==> config.mk <==
export PLATFORM = sky130hd
export DESIGN_NAME = fio_mem_host_xfer
export DESIGN_NICKNAME = d
export VERILOG_FILES = /design/src/rtl/fio_mem_host_xfer.sv
export SDC_FILE = /design/constraint.sdc
export NUM_CORES = 1
export LEC_CHECK = 0
export ABC_AREA = 1
export CAP_MARGIN = 0
export CORE_AREA = 8 8 233 235
export CTS_CLUSTER_DIAMETER = 50
export DETAILED_ROUTE_END_ITERATION = 8
export DIE_AREA = 0 0 241 243
export PLACE_DENSITY = 0.73
export SLEW_MARGIN = 25
export SYNTH_ARGS = -nofsm -noshare
export SYNTH_HDL_FRONTEND = slang
export SYNTH_SLANG_ARGS = --single-unit
export TNS_END_PERCENT = 20
==> constraint.sdc <==
create_clock -name clk -period 12 [get_ports clk]
set_input_delay 1.8 -clock clk [delete_from_list [all_inputs] [get_ports clk]]
set_output_delay 1.8 -clock clk [all_outputs]
set_load 0.05 [all_outputs]
==> src/rtl/fio_mem_host_xfer.sv <==
// fio_mem_host_xfer: host-side initiator for the data-memory FIO port (port B).
// LOAD packs eight 32-bit host words into one 256-bit line and writes it.
// DUMP reads one 256-bit line and streams it out as eight 32-bit host words.
// Word k of the stream maps to line bits [32k+31:32k] (BRAM lane k).
module fio_mem_host_xfer #(
    parameter int  mem_size   = 256,
    parameter int  shmem_size = 256,
    localparam int addr_width = $clog2(mem_size + shmem_size)
) (
    input  logic                  clk,
    input  logic                  resetb,
    input  logic                  cmd_valid,
    output logic                  cmd_ready,
    input  logic                  cmd_op,
    input  logic [addr_width-1:0] cmd_base,
    input  logic [addr_width:0]   cmd_count,
    input  logic                  in_valid,
    output logic                  in_ready,
    input  logic [31:0]           in_data,
    output logic                  out_valid,
    input  logic                  out_ready,
    output logic [31:0]           out_data,
    output logic                  out_last,
    output logic                  busy,
    output logic                  done,
    output logic                  FIO_MEMWRITE,
    output logic [addr_width-1:0] FIO_ADDR,
    output logic [255:0]          FIO_WRITE_DATA,
    input  logic [255:0]          FIO_READ_DATA
);

    typedef enum logic [2:0] {
        S_IDLE, S_LD_FILL, S_LD_WRITE, S_RD_ADDR, S_RD_CAP, S_RD_SEND, S_FIN
    } state_t;

    state_t                r_state;
    state_t                w_state_nxt;

    logic [addr_width-1:0] r_addr;
    logic [addr_width:0]   r_left;
    logic [2:0]            r_idx;
    logic [31:0]           r_buf [8];

    logic                  r_fio_we;
    logic [addr_width-1:0] r_fio_addr;
    logic [255:0]          r_fio_wdata;
    logic                  r_done;

    logic                  w_cmd_acc;
    logic                  w_in_acc;
    logic                  w_out_acc;
    logic                  w_last_word;
    logic                  w_last_line;

    assign w_cmd_acc   = cmd_valid && cmd_ready;
    assign w_in_acc    = in_valid && in_ready;
    assign w_out_acc   = out_valid && out_ready;
    assign w_last_word = (r_idx == 3'd7);
    assign w_last_line = (r_left == {{addr_width{1'b0}}, 1'b1});

    // State register; reset aborts any transfer in flight.
    always_ff @(posedge clk or negedge resetb) begin
        if (!resetb) begin
            r_state <= S_IDLE;
        end else begin
            r_state <= w_state_nxt;
        end
    end

    // Next-state logic and state-decoded handshake outputs.
    always_comb begin
        w_state_nxt = r_state;
        cmd_ready   = 1'b0;
        in_ready    = 1'b0;
        out_valid   = 1'b0;
        busy        = 1'b1;
        case (r_state)
            S_IDLE: begin
                cmd_ready = 1'b1;
                busy      = 1'b0;
                if (w_cmd_acc) begin
                    if (cmd_count == '0) begin
                        w_state_nxt = S_FIN;
                    end else if (cmd_op) begin
                        w_state_nxt = S_RD_ADDR;
                    end else begin
                        w_state_nxt = S_LD_FILL;
                    end
                end
            end
            S_LD_FILL: begin
                in_ready = 1'b1;
                if (w_in_acc && w_last_word) begin
                    w_state_nxt = S_LD_WRITE;
                end
            end
            S_LD_WRITE: begin
                w_state_nxt = w_last_line ? S_FIN : S_LD_FILL;
            end
            S_RD_ADDR: begin
                w_state_nxt = S_RD_CAP;
            end
            S_RD_CAP: begin
                w_state_nxt = S_RD_SEND;
            end
            S_RD_SEND: begin
                out_valid = 1'b1;
                if (w_out_acc && w_last_word) begin
                    w_state_nxt = w_last_line ? S_FIN : S_RD_ADDR;
                end
            end
            S_FIN: begin
                w_state_nxt = S_IDLE;
            end
            default: begin
                w_state_nxt = S_IDLE;
            end
        endcase
    end

    assign out_last = out_valid && w_last_word && w_last_line;
    assign out_data = out_valid ? r_buf[r_idx] : 32'd0;

    // Line address, remaining-line counter and word index.
    always_ff @(posedge clk or negedge resetb) begin
        if (!resetb) begin
            r_addr <= '0;
            r_left <= '0;
            r_idx  <= '0;
        end else begin
            if (w_cmd_acc) begin
                r_addr <= cmd_base;
                r_left <= cmd_count;
                r_idx  <= '0;
            end
            if (w_in_acc || w_out_acc) begin
                r_idx <= r_idx + 3'd1;
            end
            if ((r_state == S_LD_WRITE) || (w_out_acc && w_last_word)) begin
                r_addr <= r_addr + 1'b1;
                r_left <= r_left - 1'b1;
            end
        end
    end

    // Line buffer: host words fill it on LOAD, the read line lands in it on DUMP.
    always_ff @(posedge clk) begin
        if (w_in_acc) begin
            r_buf[r_idx] <= in_data;
        end
        if (r_state == S_RD_CAP) begin
            for (int k = 0; k < 8; k++) begin
                r_buf[k] <= FIO_READ_DATA[32*k +: 32];
            end
        end
    end

    // Registered FIO port and done pulse; set up one cycle ahead of the state they belong to.
    always_ff @(posedge clk or negedge resetb) begin
        if (!resetb) begin
            r_fio_we    <= 1'b0;
            r_fio_addr  <= '0;
            r_fio_wdata <= '0;
            r_done      <= 1'b0;
        end else begin
            r_fio_we <= 1'b0;
            r_done   <= (w_state_nxt == S_FIN);
            if (w_in_acc && w_last_word) begin
                r_fio_we   <= 1'b1;
                r_fio_addr <= r_addr;
                for (int k = 0; k < 7; k++) begin
                    r_fio_wdata[32*k +: 32] <= r_buf[k];
                end
                r_fio_wdata[255:224] <= in_data;
            end
            if (w_state_nxt == S_RD_ADDR) begin
                r_fio_addr <= (r_state == S_IDLE) ? cmd_base : r_addr + 1'b1;
            end
        end
    end

    assign FIO_MEMWRITE   = r_fio_we;
    assign FIO_ADDR       = r_fio_addr;
    assign FIO_WRITE_DATA = r_fio_wdata;
    assign done           = r_done;

endmodule

# --- Yosys cells after proc, flatten, opt, wreduce, memory -nomap -nowiden ---
# Memories as Yosys holds them, arrays and structs flattened. A register that Yosys moved wholly into a read port is not among the register bits.
# Cells that the tools add are included.
# W data, S select, Z words.
totals:
  inputBits: 313
  elab_cells: 73
  ramBits: 256
  regBits: 292
  memories: 1
classes:
  n_addsub: 3
  muxes: 30
  eq_ne: 9
  reduce_logical: 22
mem_list:
  columns: ["memory", "depth", "word_bits", "read_ports", "rd_clocked_by_memory_dff", "write_ports", "line", "rtl"]
  rows:
  - ["r_buf", 8, 32, 8, 7, 8, "42", "logic [31:0] r_buf [8];"]
ops:
  columns: ["cell", "n"]
  rows:
  - ["$mux W32", 2]
  - ["$mux W9", 5]
  - ["$reduce_or A32 Y1", 1]
  - ["$mux W3", 9]
  - ["$mux W10", 2]
  - ["$pmux W3 S6", 1]
  - ["$eq A3 B3 Y1 const B", 4]
  - ["$eq A10 B1 Y1 const B", 1]
  - ["$logic_not A10 Y1", 1]
  - ["$mux W1", 10]
  - ["$sub A10 B1 Y10 const B", 1]
  - ["$add A9 B1 Y9 const B", 1]
  - ["$eq A3 B2 Y1 const B", 3]
  - ["$logic_and A1 B1 Y1", 7]
  - ["$logic_not A1 Y1", 7]
  - ["$reduce_bool A2 Y1", 3]
  - ["$add A3 B1 Y3 const B", 1]
  - ["$eq A3 B1 Y1 const B", 1]
  - ["$logic_not A3 Y1", 1]
  - ["$logic_or A1 B1 Y1", 2]
  - ["$mux W2", 1]

# --- Longest topological paths before layout ---
# Gate-level depths: netlist (run 1).
logic_depth:
  word_depth: 8
  depth_mapped: 12

# --- Least setup slack after synthesis (run 1) ---
# No wires, ideal clock.
synth_path:
  path_type: "input -> register"
  from: "in in_valid"
  to: "mem r_buf[0][0], enable pin"
  t_arrival_ps: 4375
  cell_stages: 4
  setup_slack_ps: 7159
  n_path_buf: 0
  path_cell_list: "inv_1 -> nor2_1 -> inv_1 -> o21ai_0"
synth_rtl:
  columns: ["item", "line", "rtl"]
  rows:
  - ["start, declared", "17", "input logic in_valid,"]
  - ["end, declared", "42", null]

# --- Worst setup path after layout (run 1) ---
layout_path:
  from: "reg r_idx[0]"
  to: "out out_data[31]"
layout_between:
  elab_chain_len: 2
layout_rtl:
  columns: ["item", "line", "rtl"]
  rows:
  - ["start, declared", "41", "logic [2:0] r_idx;"]
  - ["start signal, assigned", "137", "r_idx <= r_idx + 3'd1;"]
  - ["$mem_v2 Z8 W32", null, null]
  - ["$mux W32", "122", "assign out_data = out_valid ? r_buf[r_idx] : 32'd0;"]
  - ["end, declared", "22", "output logic [31:0] out_data,"]
# Every way passes these cells.

==> impl_metrics.ini, run 1 <==
[worst_setup_path]
crit_type = reg -> out
cp-startpoint = r_idx[0]$_DFFE_PN0P_
rr_startpoint = r_idx[1]$_DFFE_PN0P_
required_ps = 10200
cp-end-kind = output port
start_kind = flip-flop
arrival_ps = 4560
critical_path.max_fanout = 19

[synthesis]
syn_area_per_cell_um2 = 9.05
syn_area_um2 = 23500
syn-num-nets = 2913
async_reset_ff_share_pct = 53.3
synthFlopType = dfrtp_1
synth_top_area_cell = edfxtp_1
synthCells = 2595
yosys-top-cells-area = edfxtp_1 (33%), dfrtp_1 (31%), nand2_1 (25%)
synth_edf_count = 256
ys_seq_area_share_pct = 63.9
synth_top_area_share_pct = 32.8
synth_cell_types = 38
ys_seq_elements = 548
synth.yosys.warnings = 0

[final_layout]
drive_gt1_share_pct = 4.74
fin_area_um2 = 32500
regArea_um2 = 15000
fill_cells = 4206
layout.nets = 3494
area_growth_pct = 38.4
stdcell_count = 3915
multi_input_area_um2 = 7770

[place]
gp_congestion = 0.912
dpl.hpwl_mm = 64.1
placed_cells = 3788
placed_cell_area_um2 = 30200
io_buffers = 616

[cts]
cts_tree = yes
cts-buffers-inserted = 66
holdBufCountCts = 0
clkTransAtPathRegs_ps = 60
clock-sinks = 548
cts_root_buf = clkbuf_16
clock_path_buffers = 3
clk_latency_ps = 590
post_cts_buffers = 0
htree_levels = 3
cts_resized = 0

[sta]
max_clock_freq_ghz = 0.157
setup-violations-final = 0
rsz0062_at_grt = false
period_minus_slack_ps = 6360
final.setup.tns_ps = 0
worstMarginPinSlew_ps = 1180
period_share_pct = 53.0
fin_skew_ps = 18.5
slew_viol_final = 0
relSlewSlack_pct = 20.8
hold_viol = 0

[floorplan]
die_w_um = 241
pin_count = 617
start_util_pct = 46.3
fp.dieH_um = 243
design.die.area_um2 = 58600
core_um2 = 50700
row_count = 83

[drt]
first_pass_iters = 6
top_layer = met5
viasPerCell = 5.40
wl_met1_mm = 35.3
drtAntennaViolNets = 0
vias = 21200
wirelength_mm = 93.2
wl_met2_mm = 44.7
dr_wl_met3_mm = 9.19
drc_errors = 0
drtIter0Drc = 2048
avgRoutedWirePerCell_um = 23.8

[grt]
first_global_vias = 21400
grt_pass1_wl_mm = 136
grt_usage_pct = 31.1
antenna_found_initial = 11
overflow = 0
grt_max_degree = 165

[power_and_ir_drop]
power_density_nw_per_um2 = 284
vdd_drop_max_uv = 212
power_leakage_uw = 0.0146

[outcome]
status = finished clean

[hold_path]
min_path_type = reg -> reg
min_from = r_buf[3][1]$_DFFE_PP_

[job]
max_cap_violations = 0
## synth_stat cells (7+ instances only)
cell,instances
a21oi_1,38
a22oi_1,35
a41oi_1,8
buf_2,68
clkbuf_1,49
dfrtp_1,292
edfxtp_1,256
inv_1,61
inv_2,7
nand2_1,1550
nand3_1,62
nand4_1,15
nor2_1,43
o21a_1,9
o21ai_0,33
xor2_1,8
## layer usage
layer	global-route usage, %	up-vias
met3	7.77	203
met1	38.9	10300
met5	0	-
met4	13.5	8
met2	50.6	1182
li1	-	9498
## layout by cell type (no fill, tap or decap), types with 4 or more instances in the layout
cell type	instances
xor2_1	8
diode_2	7
clkbuf_8	8
inv_2	8
o21ai_0	26
clkinvlp_4	5
o21a_1	9
ha_1	5
a41oi_1	8
o221ai_1	5
o22ai_1	5
clkbuf_1	15
edfxtp_1	256
nor3_4	4
bufinv_16	5
clkinv_2	7
nand2_1	1548
buf_4	18
dfrtp_1	292
o211ai_1	4
a21oi_1	38
o2111ai_1	4
nor3_1	4
clkdlybuf4s50_1	615
inv_1	59
a22oi_1	35
nand4_1	15
nor3b_1	4
clkbuf_16	71
nor2_1	43
o21ai_4	7
nand3_1	62
## worst paths after layout
check / to / slack, ps / depth (start not counted)
setup / recovery: out_data[31] / 5640 / 8
hold / removal: FIO_WRITE_DATA[97]$_DFFE_PN0P_ / 460 / 2
setup reg to reg: r_buf[2][21]$_DFFE_PP_ / 8180 / 6
hold reg to reg: FIO_WRITE_DATA[97]$_DFFE_PN0P_ / 460 / 2
max in group asynchronous: FIO_WRITE_DATA[175]$_DFFE_PN0P_ / 8880 / 3
min in group asynchronous: FIO_ADDR[1]$_DFFE_PN0P_ / 1220 / 1
## where the power goes
group	leakage, uW	internal (uW)	total, uW	switching, uW
Clock	0.00108	1240	2050	810
Sequential	0.00632	2690	3100	404
Combinational	0.00721	1160	4070	2910
## cell families (layout without fill, tap and decap cells)
family / after synthesis / count (layout) / share of synthesized area (%)
flip-flops: 548 / 548 / 63.9
other: 0 / 7 / 0
XOR/XNOR: 10 / 10 / 0.373
adder cells (fa/ha/maj): 5 / 5 / 0.267
AND/OR/NAND/NOR: 1689 / 1689 / 27.9
AO/OA/AOI/OAI: 150 / 150 / 4.11
buffers and inverters: 193 / 826 / 3.51
## worst max-delay path, stage by stage, from the launching register on
cell,delay [ps]
dfrtp_1,740
inv_2,260
nor3_4,830
buf_4,470
nand2_1,90
nand2_1,80
inv_1,50
a41oi_1,520
clkdlybuf4s50_1,940
## sequential cells by signal, summed over array words and instances, names as in the netlist
register and cells:
r_addr 9, r_buf 256, FIO_ADDR 9, r_left 10, r_state 3, FIO_WRITE_DATA 256
FIO_MEMWRITE 1, r_idx 3, done 1
## metrics by stage
step	util, %	power, uW	hold WS (ps)	setup WS [ps]
after floorplan	-	5460	444	7160
after CTS	64.0	9230	466	5660
after detailed placement	59.6	7160	459	6250
after global routing	64.1	9580	484	5550
after global placement	59.6	7110	450	6450
final	64.1	9230	464	5640
## final cells by class
| cell class | count | area share, % |
|---|---|---|
| Sequential cell | 548 | 46.2 |
| Inverter | 69 | 0.844 |
| Tap cell | 680 | 2.62 |
| Antenna cell | 7 | 0.0539 |
| Clock inverter | 26 | 0.898 |
| Timing Repair Buffer | 637 | 19.5 |
| Clock buffer | 94 | 5.98 |
| Multi-Input combinational cell | 1854 | 23.9 |
Power figures use the tool's default switching activity.
==> inputs of run 2 (changes only) <==
--- a/config.mk
+++ b/config.mk
@@ -7,11 +7,11 @@
 export LEC_CHECK = 0
 export ABC_AREA = 1
 export CAP_MARGIN = 0
-export CORE_AREA = 8 8 233 235
+export CORE_AREA = 8 8 235 237
 export CTS_CLUSTER_DIAMETER = 50
 export DETAILED_ROUTE_END_ITERATION = 8
-export DIE_AREA = 0 0 241 243
-export PLACE_DENSITY = 0.73
+export DIE_AREA = 0 0 243 245
+export PLACE_DENSITY = 0.72
 export SLEW_MARGIN = 25
 export SYNTH_ARGS = -nofsm -noshare
 export SYNTH_HDL_FRONTEND = slang
==> constraint.sdc (replaced) <==
create_clock -name clk -period 5.87 [get_ports clk]
set_input_delay 0.8805 -clock clk [delete_from_list [all_inputs] [get_ports clk]]
set_output_delay 0.8805 -clock clk [all_outputs]
set_load 0.05 [all_outputs]
==> impl_metrics.ini, run 2 (synthesized netlist as in run 1, its figures left out) <==
[outcome]
status = finished clean

[sta]
period_share_pct = 84.0
hold_viol = 0
slew_viol_final = 0
final.setup.tns_ps = 0
setup-violations-final = 0
worstMarginPinSlew_ps = 1130
max_clock_freq_ghz = 0.203
rsz0062_at_grt = false
period_minus_slack_ps = 4930
relSlewSlack_pct = 24.3
fin_skew_ps = 19.9

[worst_setup_path]
arrival_ps = 4050
cp-startpoint = r_idx[0]$_DFFE_PN0P_
rr_startpoint = r_idx[0]$_DFFE_PN0P_
rr_endpoint = r_buf[1][14]$_DFFE_PP_
start_kind = flip-flop
crit_type = reg -> out
r2r_slack_ps = 2470
critical_path.max_fanout = 31
cp-end-kind = output port
r2r_cells = 5
required_ps = 4990
crit_path_max_incr_delay_ps = 890
crit_chain = inv_2 > nand3_1 > inv_2 > nand2_1 > nand2_1 > a21oi_1 > a41oi_1 > clkdlybuf4s50_1
critPathSlowestCell = clkdlybuf4s50_1

[power_and_ir_drop]
switchingPower_uw = 8350
comb_power_share_pct = 44.9
clockPowerShare_pct = 20.8
switching_share_pct = 45.2
vdd_drop_max_uv = 357
intPower_uw = 10100
p_seq_share_pct = 34.3
power_leakage_uw = 0.0146
power_density_nw_per_um2 = 572
report.power.total_uw = 18500

[grt]
met2_usage_pct = 49.4
antenna_found_initial = 6
grt_usage_pct = 30.3
grt_max_degree = 166
grt_pass1_wl_mm = 138
first_global_vias = 21600
use_met1_pct = 38.3
top_usage_layer = met2
overflow = 0
gr-usage-met3_pct = 6.90

[cts]
clock-sinks = 548
clk_latency_ps = 630
cts_tree = yes
htree_levels = 2
cts-buffers-inserted = 60
holdBufCountCts = 0
cts_resized = 0
clock_path_buffers = 3
post_cts_buffers = 0
cts_root_buf = clkbuf_16
clkTransAtPathRegs_ps = 60

[final_layout]
fin_area_um2 = 32400
final_common_cell = nand2_1
regArea_um2 = 15000
layout_common_cells = nand2_1 (1548), clkdlybuf4s50_1 (615), dfrtp_1 (292), edfxtp_1 (256), clkbuf_16 (63)
area_growth_pct = 37.9
fill_cells = 4298
fin_util_pct = 62.6
drive_gt1_share_pct = 4.67
multi_input_area_um2 = 7760
layout.nets = 3497

[place]
placed_cell_area_um2 = 30300
io_buffers = 616
gp_congestion = 0.927
dpl.hpwl_mm = 65.1

[floorplan]
start_util_pct = 45.4
pin_count = 617
fp.dieH_um = 245
core_um2 = 51700
die_w_um = 243
row_count = 84
design.die.area_um2 = 59500

[drt]
wirelength_mm = 92.8
drc_errors = 0
drtIter0Drc = 2254
viasPerCell = 5.41
first_pass_iters = 5
avgRoutedWirePerCell_um = 23.7
drtAntennaViolNets = 0
vias = 21200

[job]
max_cap_violations = 0

[hold_path]
min_path_type = in -> async
## run 2: power groups by stage
stage	Combinational (uW)	Sequential, uW	Clock, uW
final	8310	6350	3840
after floorplan	2440	8730	0
after detailed placement	8280	6360	0
after global routing	8760	6470	4010
after global placement	8170	6350	0
after CTS	8320	6320	3860
## run 2: cell type report
class,count,share of cell area (%)
sequential,548,46.3
multi-input combinational,1854,24.0
timing repair buffer,646,20.0
clock buffer,91,5.38
tap,688,2.66
inverter,69,0.847
clock inverter,23,0.766
antenna,4,0.0309
## run 2: worst max-delay path by stage
stage                                  to  cells after the start  slack (ps)
finish                       out_data[29]                      8         940
global route                 out_data[29]                      8         770
CTS                          out_data[29]                      8        1020
detailed placement           out_data[29]                      6        1700
global placement              out_data[4]                      7        1740
floorplan           r_buf[0][0]$_DFFE_PP_                      4        1950
## run 2: worst max-delay path, delay by kind of cell (launching register included)
| kind | cells | cell delay (ps) |
|---|---|---|
| compound gates | 2 | 440 |
| flops | 1 | 580 |
| buf+inv | 3 | 1950 |
| simple gates | 3 | 440 |
## run 2: through the flow
step                      hold WS (ps)  worst slack, ps  instances
after floorplan                    444             1950       2595
after global placement             453             1740       3803
after detailed placement           453             1700       3804
after CTS                          101             1020       3918
after global routing               119              771       3923
final                              121              942       3923
## run 2: per-layer routing
metal	vias to the layer above	wire, um
li1	9503	-
met1	10300	35900
met2	1205	44000
met3	238	8530
met4	4	4370
met5	-	27
==> inputs of run 3 (changes only) <==
==> constraint.sdc (replaced) <==
create_clock -name clk -period 4.6 [get_ports clk]
set_input_delay 0.69 -clock clk [delete_from_list [all_inputs] [get_ports clk]]
set_output_delay 0.69 -clock clk [all_outputs]
set_load 0.05 [all_outputs]
==> impl_metrics.ini, run 3 (synthesized netlist as in run 1, its figures left out) <==
[worst_setup_path]
start_kind = flip-flop
crit_path_max_incr_delay_ps = 780
r2r_slack_ps = 1320
crit_type = reg -> out
critPathSlowestCell = inv_2
path_buf_inv = 3
path_delay_family = buffers and inverters
arrival_ps = 3440
cp-end-kind = output port
required_ps = 3910
cp_common_cell = inv_2
critical_path.max_fanout = 31
crit_chain = inv_2 > nand3_1 > inv_2 > nand2_1 > nand4_1 > nor3b_1 > a21oi_1 > buf_12

[place]
placed_cell_area_um2 = 30500
dpl.hpwl_mm = 64.5
gp_congestion = 0.899
io_buffers = 616

[sta]
final.setup.tns_ps = 0
rsz0062_at_grt = false
slew_viol_final = 0
max_clock_freq_ghz = 0.242
period_minus_slack_ps = 4130
fin_skew_ps = 23.2
worstMarginPinSlew_ps = 1110
hold_viol = 0
relSlewSlack_pct = 25.9
setup-violations-final = 0
whs_ps = 108
period_share_pct = 89.8

[cts]
clock-sinks = 548
cts-buffers-inserted = 59
holdBufCountCts = 0
cts_root_buf = clkbuf_16
post_cts_buffers = 0
clkTransAtPathRegs_ps = 60
htree_levels = 2
clk_latency_ps = 630
cts_tree = yes
cts_resized = 0
clock_path_buffers = 3

[grt]
grt_pass1_wl_mm = 137
first_global_vias = 21600
antenna_found_initial = 11
grt_max_degree = 151
overflow = 0
grt_usage_pct = 30.3

[floorplan]
pin_count = 617
die_w_um = 243
row_count = 84
fp.dieH_um = 245
start_util_pct = 45.4
design.die.area_um2 = 59500
core_um2 = 51700

[final_layout]
fin_area_um2 = 32500
final_common_cell = nand2_1
area_growth_pct = 38.7
layout_common_cells = nand2_1 (1548), clkdlybuf4s50_1 (582), dfrtp_1 (292), edfxtp_1 (256), nand3_1 (61)
drive_gt1_share_pct = 5.85
fin_util_pct = 62.9
layout.nets = 3500

[drt]
avgRoutedWirePerCell_um = 23.8
drtAntennaViolNets = 0
viasPerCell = 5.42
first_pass_iters = 6
drc_errors = 0
wirelength_mm = 93.3
vias = 21300
drtIter0Drc = 2286

[hold_path]
min_path_type = in -> async

[power_and_ir_drop]
switchingPower_uw = 10700
p_seq_share_pct = 33.9
clockPowerShare_pct = 20.8
vdd_drop_max_uv = 429
report.power.total_uw = 23800
switching_share_pct = 44.9
power_leakage_uw = 0.0147
intPower_uw = 13100
power_density_nw_per_um2 = 731
comb_power_share_pct = 45.3

[job]
max_cap_violations = 0

[outcome]
status = finished clean
-- run 3: cell types whose count changed in the layout (fill, tap and decap cells not counted), sizes merged --
cell           delta
clkdlybuf4s50    -33
buf              +37
inv               -2
diode             +3
bufinv            +3
clkinv            +5
clkbuf           -10
clkinvlp          -1
-- run 3: through the flow --
| step | setup slack (ps) | instances |
|---|---|---|
| after floorplan | 711 | 2595 |
| after global placement | 1270 | 3809 |
| after detailed placement | 1170 | 3809 |
| after CTS | 489 | 3918 |
| after global routing | 373 | 3924 |
| final | 468 | 3925 |
-- run 3: final timing paths --
kind,start,end,cells after the start
max,r_idx[0]$_DFFE_PN0P_,out_data[13],8
min,resetb,r_left[2]$_DFFE_PN0P_,2
max reg2reg,r_idx[0]$_DFFE_PN0P_,r_addr[1]$_DFFE_PN0P_,9
min reg2reg,r_buf[0][12]$_DFFE_PP_,FIO_WRITE_DATA[12]$_DFFE_PN0P_,2
max in group asynchronous,resetb,FIO_WRITE_DATA[176]$_DFFE_PN0P_,2
min in group clk,r_buf[0][12]$_DFFE_PP_,FIO_WRITE_DATA[12]$_DFFE_PN0P_,2
-- run 3: layout make-up --
type                    instances  area (um^2)
repair buffers                650         6620
clock buffers                  81         1660
inverters                      69          274
well taps                     688          861
diodes                          7         17.5
clock inverters                28          350
flip-flops and latches        548        15000
multi-input cells            1854         7770
fillers                      4283        19200
-- run 3: power by group through the flow --
stage | clock [uW] | sequential, uW | combinational [uW]
after global routing | 5170 | 8220 | 11300
after detailed placement | 0 | 8090 | 10700
after floorplan | 0 | 11100 | 3110
after CTS | 4980 | 8040 | 10800
after global placement | 0 | 8050 | 10600
final | 4950 | 8070 | 10800
-- run 3: routing by layer --
layer	GRT usage, %	vias to the layer above	share of wire [%]
met5	0	-	0.061
met4	13.9	8	4.6
met3	6.37	212	9.1
met2	49.3	1250	48
met1	38.9	10300	39
li1	-	9496	-
